**src/rtl/serial_sub_ctrl.sv**
```systemverilog
// Bit-serial subtractor: computes A - B one bit per clock through a single
// full-subtractor cell, with the borrow held in a flip-flop between bits.
module serial_sub_ctrl #(
  parameter int unsigned WIDTH = 8
) (
  input  logic             clk,
  input  logic             rst,
  input  logic             Start,
  input  logic [WIDTH-1:0] A,
  input  logic [WIDTH-1:0] B,
  output logic             Busy,
  output logic             Done,
  output logic [WIDTH-1:0] Diff,
  output logic             Bout
);

  localparam int unsigned CW = (WIDTH > 1) ? $clog2(WIDTH) : 1;
  localparam logic [CW-1:0] LAST = CW'(WIDTH - 1);

  generate
    if (WIDTH < 2 || WIDTH > 32) begin : g_bad_width
      $error("serial_sub_ctrl: WIDTH must be in 2..32");
    end
  endgenerate

  typedef enum logic [1:0] {
    IDLE  = 2'd0,
    SHIFT = 2'd1,
    DONE  = 2'd2
  } state_t;

  state_t           state;
  logic [WIDTH-1:0] ra;
  logic [WIDTH-1:0] rb;
  logic [WIDTH-1:0] rr;
  logic             br;
  logic [CW-1:0]    cnt;

  logic a0, b0, h, g, d, p, br_next;
  logic [WIDTH-1:0] rr_next;

  // Full-subtractor cell built from two half-subtractor stages.
  always_comb begin
    a0      = ra[0];
    b0      = rb[0];
    h       = a0 ^ b0;
    g       = ~a0 & b0;
    d       = h ^ br;
    p       = ~h & br;
    br_next = g | p;
    rr_next = {d, rr[WIDTH-1:1]};
  end

  // Sequencer: result and borrow become visible only on SHIFT -> DONE.
  always_ff @(posedge clk or posedge rst) begin
    if (rst) begin
      state <= IDLE;
      ra    <= '0;
      rb    <= '0;
      rr    <= '0;
      br    <= 1'b0;
      cnt   <= '0;
      Busy  <= 1'b0;
      Done  <= 1'b0;
      Diff  <= '0;
      Bout  <= 1'b0;
    end else begin
      case (state)
        IDLE: begin
          Done <= 1'b0;
          if (Start) begin
            ra    <= A;
            rb    <= B;
            rr    <= '0;
            br    <= 1'b0;
            cnt   <= '0;
            Busy  <= 1'b1;
            state <= SHIFT;
          end
        end
        SHIFT: begin
          ra  <= ra >> 1;
          rb  <= rb >> 1;
          rr  <= rr_next;
          br  <= br_next;
          if (cnt == LAST) begin
            cnt   <= '0;
            Diff  <= rr_next;
            Bout  <= br_next;
            Done  <= 1'b1;
            state <= DONE;
          end else begin
            cnt <= cnt + CW'(1);
          end
        end
        DONE: begin
          Done  <= 1'b0;
          Busy  <= 1'b0;
          state <= IDLE;
        end
        default: begin
          Done  <= 1'b0;
          Busy  <= 1'b0;
          state <= IDLE;
        end
      endcase
    end
  end

endmodule

```
**config.mk**
```make
export PLATFORM = sky130hd
export DESIGN_NAME = serial_sub_ctrl
export DESIGN_NICKNAME = d
export VERILOG_FILES = /design/src/rtl/serial_sub_ctrl.sv
export SDC_FILE = /design/constraint.sdc
export NUM_CORES = 1
export LEC_CHECK = 0
export CAP_MARGIN = 15
export CORE_UTILIZATION = 37
export CTS_BUF_LIST = sky130_fd_sc_hd__clkbuf_4 sky130_fd_sc_hd__clkbuf_8 sky130_fd_sc_hd__clkbuf_16
export DETAILED_ROUTE_END_ITERATION = 6
export PLACE_DENSITY = 0.6
export SETUP_SLACK_MARGIN = 0.4
export SYNTH_ARGS = -nofsm -noshare
export SYNTH_HDL_FRONTEND = slang
export SYNTH_SLANG_ARGS = --single-unit
```
**constraint.sdc**
```tcl
create_clock -name clk -period 3.1 [get_ports clk]
set_input_delay 0.31 -clock clk [delete_from_list [all_inputs] [get_ports clk]]
set_output_delay 0.31 -clock clk [all_outputs]
set_load 0.02 [all_outputs]
```
After elaboration in Yosys (flattened, before gate mapping)
Index checks and enable logic that the tools add are counted.

Register bits: 41. Bits in latches: 0. Bits in writable memories: 0. Bits in read-only memories: 0. Bits of input ports: 19. Output and inout port bits: 11. Word-level logic and storage cells: 47. Memories kept: 0.

Add/subtract/negate cells: 1. Multipliers: 0. Divide/modulo/power cells: 0. Order comparisons: 0. Equality and inequality tests: 4. Shift operators: 0. Multiplexer cells: 18. Bitwise operators: 8. Reductions and logical operators: 6.

Operator list (count): $pmux 8 s2 (3); $mux 8 (3); $reduce_and 2->1 (4); $mux 3 (2); $pmux 3 s2 (1); $mux 1 (4); $mux 2 (2); $ne 2x2->1 const B (2); $pmux 1 s2 (2); $pmux 2 s2 (1); $add 3x1->3 const B (1); $eq 3x3->1 const B (1); $not 1->1 (3); $and 1x1->1 (2); $eq 2x1->1 const B (1); $logic_not 2->1 (1); $reduce_bool 2->1 (1); $xor 1x1->1 (2); $or 1x1->1 (1).

Depth between registers and ports, before layout
Gate-level depths: netlist of the first run.

Depth after elaboration: 5. Depth in mapped cells: 5. Gate-level depth less buffers: 4.

Worst setup path before layout of the first run
No wires, ideal clock.

Path type: reg-to-reg. Start point: reg cnt[0]. End point: reg Diff[0]. Library setup time: 0.125 ns. Data arrival time: 1.387 ns. Data required time: 2.975 ns. Setup slack: 1.589 ns. Stages on the path, launching flop included: 6. Buffers on the path: 1. Period minus slack after synthesis: 1.511 ns. Path through: dfrtp_1 > ha_1 > ha_1 > nand3b_1 > buf_2 > mux2_2.

Cells in the longest elaborated chain, start to end: 2.

RTL lines: start, declared (RTL line 37) `logic [CW-1:0] cnt;`; start signal, assigned (RTL line 93) `cnt <= cnt + CW'(1);`; $eq 3x3->1 (RTL line 86) `if (cnt == LAST) begin`; $reduce_and 2->1 (no line); end signal, assigned (RTL line 88) `Diff <= rr_next;`; end, declared (RTL line 13) `output logic [WIDTH-1:0] Diff,`.

Every way passes these cells. A chain may end at the register's enable or synchronous reset.

Worst setup path after layout of the first run
Start point: reg cnt[0]. End point: reg Diff[7].

The elaborated chain is that of the path after synthesis.

==> impl_metrics.yaml, run 1 <==
worst_setup_path:
  start_kind: "register"
  worst_path_most_repeated_cell: "ha_1"
  cp-end-kind: "register"
  crit_chain: "ha_1 > ha_1 > nand3b_1 > mux2_2"
  crit_start: "cnt[0]"
  slowest_delay_ns: 0.40
  required_ns: 3.27
  slowest_stage: "dfrtp_1"
  critPathKind: "register to register"
  r2r_end: "Diff[7]"
  cp_max_fo: 10
  arrival_ns: 1.90
  crit_family: "adder cells"
  worstPathBufferInverterCount: 0
  rrSetupSlack_ns: 1.37
  cp.depth: 4
  r2r_cells: 4
  r2r_start: "cnt[0]"
synth:
  synth_common_cells: "40 x dfrtp_1, 19 x inv_1, 14 x a221oi_1, 14 x nor2_1, 14 x nor4b_1"
  synth-edff-count: 0
  yosys.area.top_type: "dfrtp_1"
  synth_area_leaders: "dfrtp_1 57%, a221oi_1 7.0%, nor4b_1 7.0%"
  synth_cells: 146
  ys_warn_count: 0
  synth_nets: 168
  async_flop_share_pct: 100
  synth_top_area_share_pct: 56.8
  avgSynthCellArea_um2: 12.1
  syn_area_mm2: 0.00176
  synth_cell_types: 21
  synth.most_common_cell: "dfrtp_1"
  ys_ff_latch: 40
  ys_seq_area_share_pct: 56.8
  synth_ff_type: "dfrtp_1"
global_route:
  antenna_found_initial: 0
  first_global_vias: 1286
  grtUsageTotal_pct: 15.5
  grt_remaining_overflow: 0
  grt_max_degree: 32
  grt_pass1_wl_um: 5950
timing:
  setup_ws_ns: 1.37
  max_freq_mhz: 578
  whs_ns: 0.502
  setup_viol: 0
  slew_viol_final: 0
  worst_pin_slew_ns: 0.870
  relSlewSlack_pct: 41.9
  rsz0062_at_grt: "no"
  finClkSkew_ns: 0.00412
  post-route-min-period_ns: 1.73
  setup_tns_ns: 0
  hold_violations: 0
  period_share_pct: 55.8
min_path:
  worstHoldStart: "br"
  hold_class: "register to register"
  min_to: "br"
  holdPathStages: 1
place:
  placed_cell_area_mm2: 0.00208
  place_worst_setup_slack_ns: 1.06
  gp_congestion: 0.684
  dpl.hpwl_um: 2240
  portBuffers: 29
cts:
  clock_sink_count: 40
  htreeDepth: 2
  clock-root-buffer: "clkbuf_8"
  clock_path_buffers: 2
  cts_hold_buf: 0
  cts_resized: 0
  clk_latency_ns: 0.29
  cts_tree: "built"
  path_clk_slew_ns: 0.07
  cts_setup_buffers: 0
  cts_made_buffers: 5
floorplanning:
  rows: 24
  io_pins: 30
  dieHeight_um: 71.0
  fp.dieArea_mm2: 0.00504
  dieWidth_um: 71.0
  core_mm2: 0.00447
  initial_core_util_pct: 39.4
detailed_routing:
  wl_per_cell_um: 14.5
  dr_total_vias: 1258
  drt_iter0_drc: 65
  drtPass1Iterations: 6
  drcViolationCount: 2
  viasPerCell: 5.54
  final_antenna_net_count: 0
  postRouteWirelength_um: 3290
outcome:
  failed_checks: "design-rule violations"
  status: "complete, but fails checks"
layout:
  syn2layout_area_growth_pct: 23.7
  drive_above_1_share_pct: 11.4
  n_antenna_cell: 0
  final_cell_area_mm2: 0.00218
  fin_nets: 197
run:
  drv_cap: 0
power:
  power_mw: 2.12
  irDropWorstVdd_v: 0.000340
  leakage_nw: 0.982
  powerDensity_mw_per_mm2: 972
## metal layers
metal  wire length [µm]  global-route usage [%]  part of all wire, %  vias up
li1                   -                       -                    -      586
met3                201                    5.98                  6.1        4
met5                  0                       0                    0        -
met1               1470                    19.2                   45      626
met2               1590                    24.7                   48       42
met4                 33                    6.00                  1.0        0
## cell usage in the layout (no fill, tap or decap), types with 3 or more instances in the layout
| cell type | count |
|---|---|
| nand2b_1 | 3 |
| nor2_1 | 14 |
| dfrtp_1 | 40 |
| a221oi_1 | 14 |
| mux2_2 | 8 |
| buf_4 | 4 |
| clkbuf_8 | 7 |
| clkdlybuf4s50_1 | 29 |
| nor4b_1 | 14 |
| a22o_1 | 12 |
| inv_1 | 19 |
## report_power, final
group | internal (mW) | switching [mW]
Combinational | 0.431 | 0.411
Clock | 0.198 | 0.171
Sequential | 0.764 | 0.145
Total | 1.39 | 0.727
## stage by stage
step	util (%)	instances
2_1_floorplan	-	146
3_3_place_gp	46.6	220
3_5_place_dp	46.6	220
4_1_cts	48.7	227
5_1_grt	48.7	227
6_report	48.7	227
## flip-flops by register name, summed over array words and instances (netlist names)
register,cells
Diff,8
cnt,3
Busy,1
Bout,1
state,2
rr,7
ra,8
rb,8
Done,1
br,1
## worst max path at each step
| stage | end | slack, ns |
|---|---|---|
| 6_report | Diff[7] | 1.37 |
| 2_1_floorplan | Diff[0] | 1.59 |
| 4_1_cts | Diff[1] | 1.34 |
| 3_5_place_dp | ra[3] | 1.06 |
| 3_3_place_gp | rb[6] | 1.15 |
| 5_1_grt | rb[6] | 1.22 |
## layout make-up
cell class,count,area [µm²]
sequential,40,1000
tap,52,65.1
clock buffer,7,96.3
fill,416,2290
timing repair buffer,33,320
multi-input combinational,76,627
inverter,19,71.3
## cell families (layout without fill, tap and decap cells)
logic type / after synthesis / in the layout / share of synthesized area [%]
AO/OA/AOI/OAI: 30 / 30 / 15.0
AND/OR/NAND/NOR: 34 / 34 / 12.3
flip-flops: 40 / 40 / 56.8
adder cells (fa/ha/maj): 3 / 3 / 2.55
buffers and inverters: 30 / 59 / 7.67
multiplexers: 9 / 9 / 5.68
(Power assumes the default switching activity.)
==> run 2, diff against run 1 <==
==> constraint.sdc (replaced) <==
create_clock -name clk -period 1.6 [get_ports clk]
set_input_delay 0.16 -clock clk [delete_from_list [all_inputs] [get_ports clk]]
set_output_delay 0.16 -clock clk [all_outputs]
set_load 0.02 [all_outputs]
==> run 2 against run 1 <==
  * Global-route usage up 0.78 points
  * Worst hold slack worse by 0.22 ns
  * Non-clock buffer count is 10 higher
  * Count of clock-buffer cells in the layout is 2 lower
  * Sequential cell count did not move
  * Combinational power grew 140%
  * Via count up 2.0%
  * Clock skew increased by 0.0023 ns
  * Cell count is 5.3% higher
  * The flow still finishes with violations (design-rule violations)
  * Power up 120%
  * First-iteration DRC count grew 54%
  * Clock power grew 120%
  * Highest routed layer unchanged
  * Critical path type unchanged
==> impl_metrics.yaml, run 2 (synthesis gave the netlist of run 1 again) <==
place:
  gp_congestion: 0.712
  placed_cell_area_mm2: 0.00216
  place_worst_setup_slack_ns: 0.0246
  placedCellCount: 223
  dpl.hpwl_um: 2340
  portBuffers: 29
worst_setup_path:
  required_ns: 1.78
  r2r_end: "Diff[7]"
  start_kind: "register"
  cp-end-kind: "register"
  cp_max_fo: 10
  r2r_cells: 5
  rrSetupSlack_ns: 0.14
  r2r_start: "cnt[1]"
  arrival_ns: 1.64
  critPathKind: "register to register"
global_route:
  grt_max_degree: 41
  first_global_vias: 1322
  grt_pass1_wl_um: 6250
  grtUsageTotal_pct: 16.3
  antenna_found_initial: 0
  grt_remaining_overflow: 0
cts:
  clock_path_buffers: 2
  path_clk_slew_ns: 0.08
  htreeDepth: 2
  cts_hold_buf: 0
  clock_sink_count: 40
  cts_tree: "built"
  clk_latency_ns: 0.29
  cts_made_buffers: 5
  clock-root-buffer: "clkbuf_8"
detailed_routing:
  drcViolationCount: 8
  viasPerCell: 5.37
  dr_total_vias: 1283
  drtPass1Iterations: 7
  drt_iter0_drc: 100
  wl_per_cell_um: 15.8
  postRouteWirelength_um: 3780
  final_antenna_net_count: 0
run:
  drv_cap: 0
timing:
  finClkSkew_ns: 0.00647
  post-route-min-period_ns: 1.46
  period_share_pct: 91.6
  setup_ws_ns: 0.135
  hold_violations: 0
  relSlewSlack_pct: 59.8
  rsz0062_at_grt: "yes"
  slew_viol_final: 0
  worst_pin_slew_ns: 0.603
  setup_tns_ns: 0
  max_freq_mhz: 683
  setup_viol: 0
floorplanning:
  fp.dieArea_mm2: 0.00504
  io_pins: 30
  core_mm2: 0.00447
  rows: 24
  dieWidth_um: 71.0
  dieHeight_um: 71.0
  initial_core_util_pct: 39.4
layout:
  drive_above_1_share_pct: 28.3
  reg_top3: "Diff x8, ra x8, rb x8"
  seq_area_mm2: 0.00100
  fin_cells: 239
  syn2layout_area_growth_pct: 40.4
  layout_commonest_cell: "dfrtp_1"
  n_antenna_cell: 0
  fin_nets: 208
  final_cell_area_mm2: 0.00247
  layout_common_cells: "39 x dfrtp_1, 18 x inv_1, 18 x clkdlybuf4s50_1"
  num-fill-cells: 377
  utilization_pct: 55.3
  multi_input_area_um2: 811
power:
  leakage_nw: 1.14
  powerDensity_mw_per_mm2: 1870
  irDropWorstVdd_v: 0.000719
outcome:
  status: "complete, but fails checks"
  failed_checks: "design-rule violations"
min_path:
  hold_class: "primary input to async pin"
==> run 2: area by class of cell <==
type	count	share of cell area, %
Clock inverter	3	1.72
Multi-Input combinational cell	77	32.8
Clock buffer	5	2.78
Sequential cell	40	40.5
Timing Repair Buffer	43	16.7
Inverter	19	2.88
Tap cell	52	2.63
==> run 2: worst max path at each step <==
stage,start,endpoint,slack (ns)
finish,cnt[1],Diff[7],0.14
global placement,Start,ra[1],0.09
floorplan,cnt[0],Diff[0],0.22
CTS,cnt[0],Diff[6],0.12
detailed placement,Start,rb[3],0.02
global route,cnt[1],Diff[7],0.09
==> run 2: timing repair <==
action,4_1_cts,5_1_grt
buffers inserted,5,2
pin swaps,2,0
gates resized for setup,25,14
gates cloned,1,0
endpoints found under the setup margin,48,43
==> run 2: worst max-delay path, cell delays in order, from the launching register on <==
cell      delay (ns)
dfrtp_1         0.39
ha_2            0.20
ha_4            0.17
nand3b_1        0.12
buf_12          0.16
mux2_4          0.30
==> run 2: stage by stage <==
step / hold WS [ns] / power, mW
CTS: 0.295 / 4.52
global route: 0.334 / 4.95
global placement: 0.474 / 3.51
floorplan: 0.293 / 3.02
detailed placement: 0.474 / 3.61
finish: 0.283 / 4.63
==> run 2: metal layers <==
metal  up-vias  wire length, µm  global-route usage, %
met5         -                0                      0
met4         0               47                   5.56
met3         6              157                   4.70
met2        33             1870                   27.4
met1       634             1700                   20.3
li1        610                -                      -
==> run 2: where the power goes <==
part	total, mW	internal [mW]	switching [mW]
sequential	1.77	1.48	0.290
clock	0.824	0.462	0.363
combinational	2.04	1.04	0.996
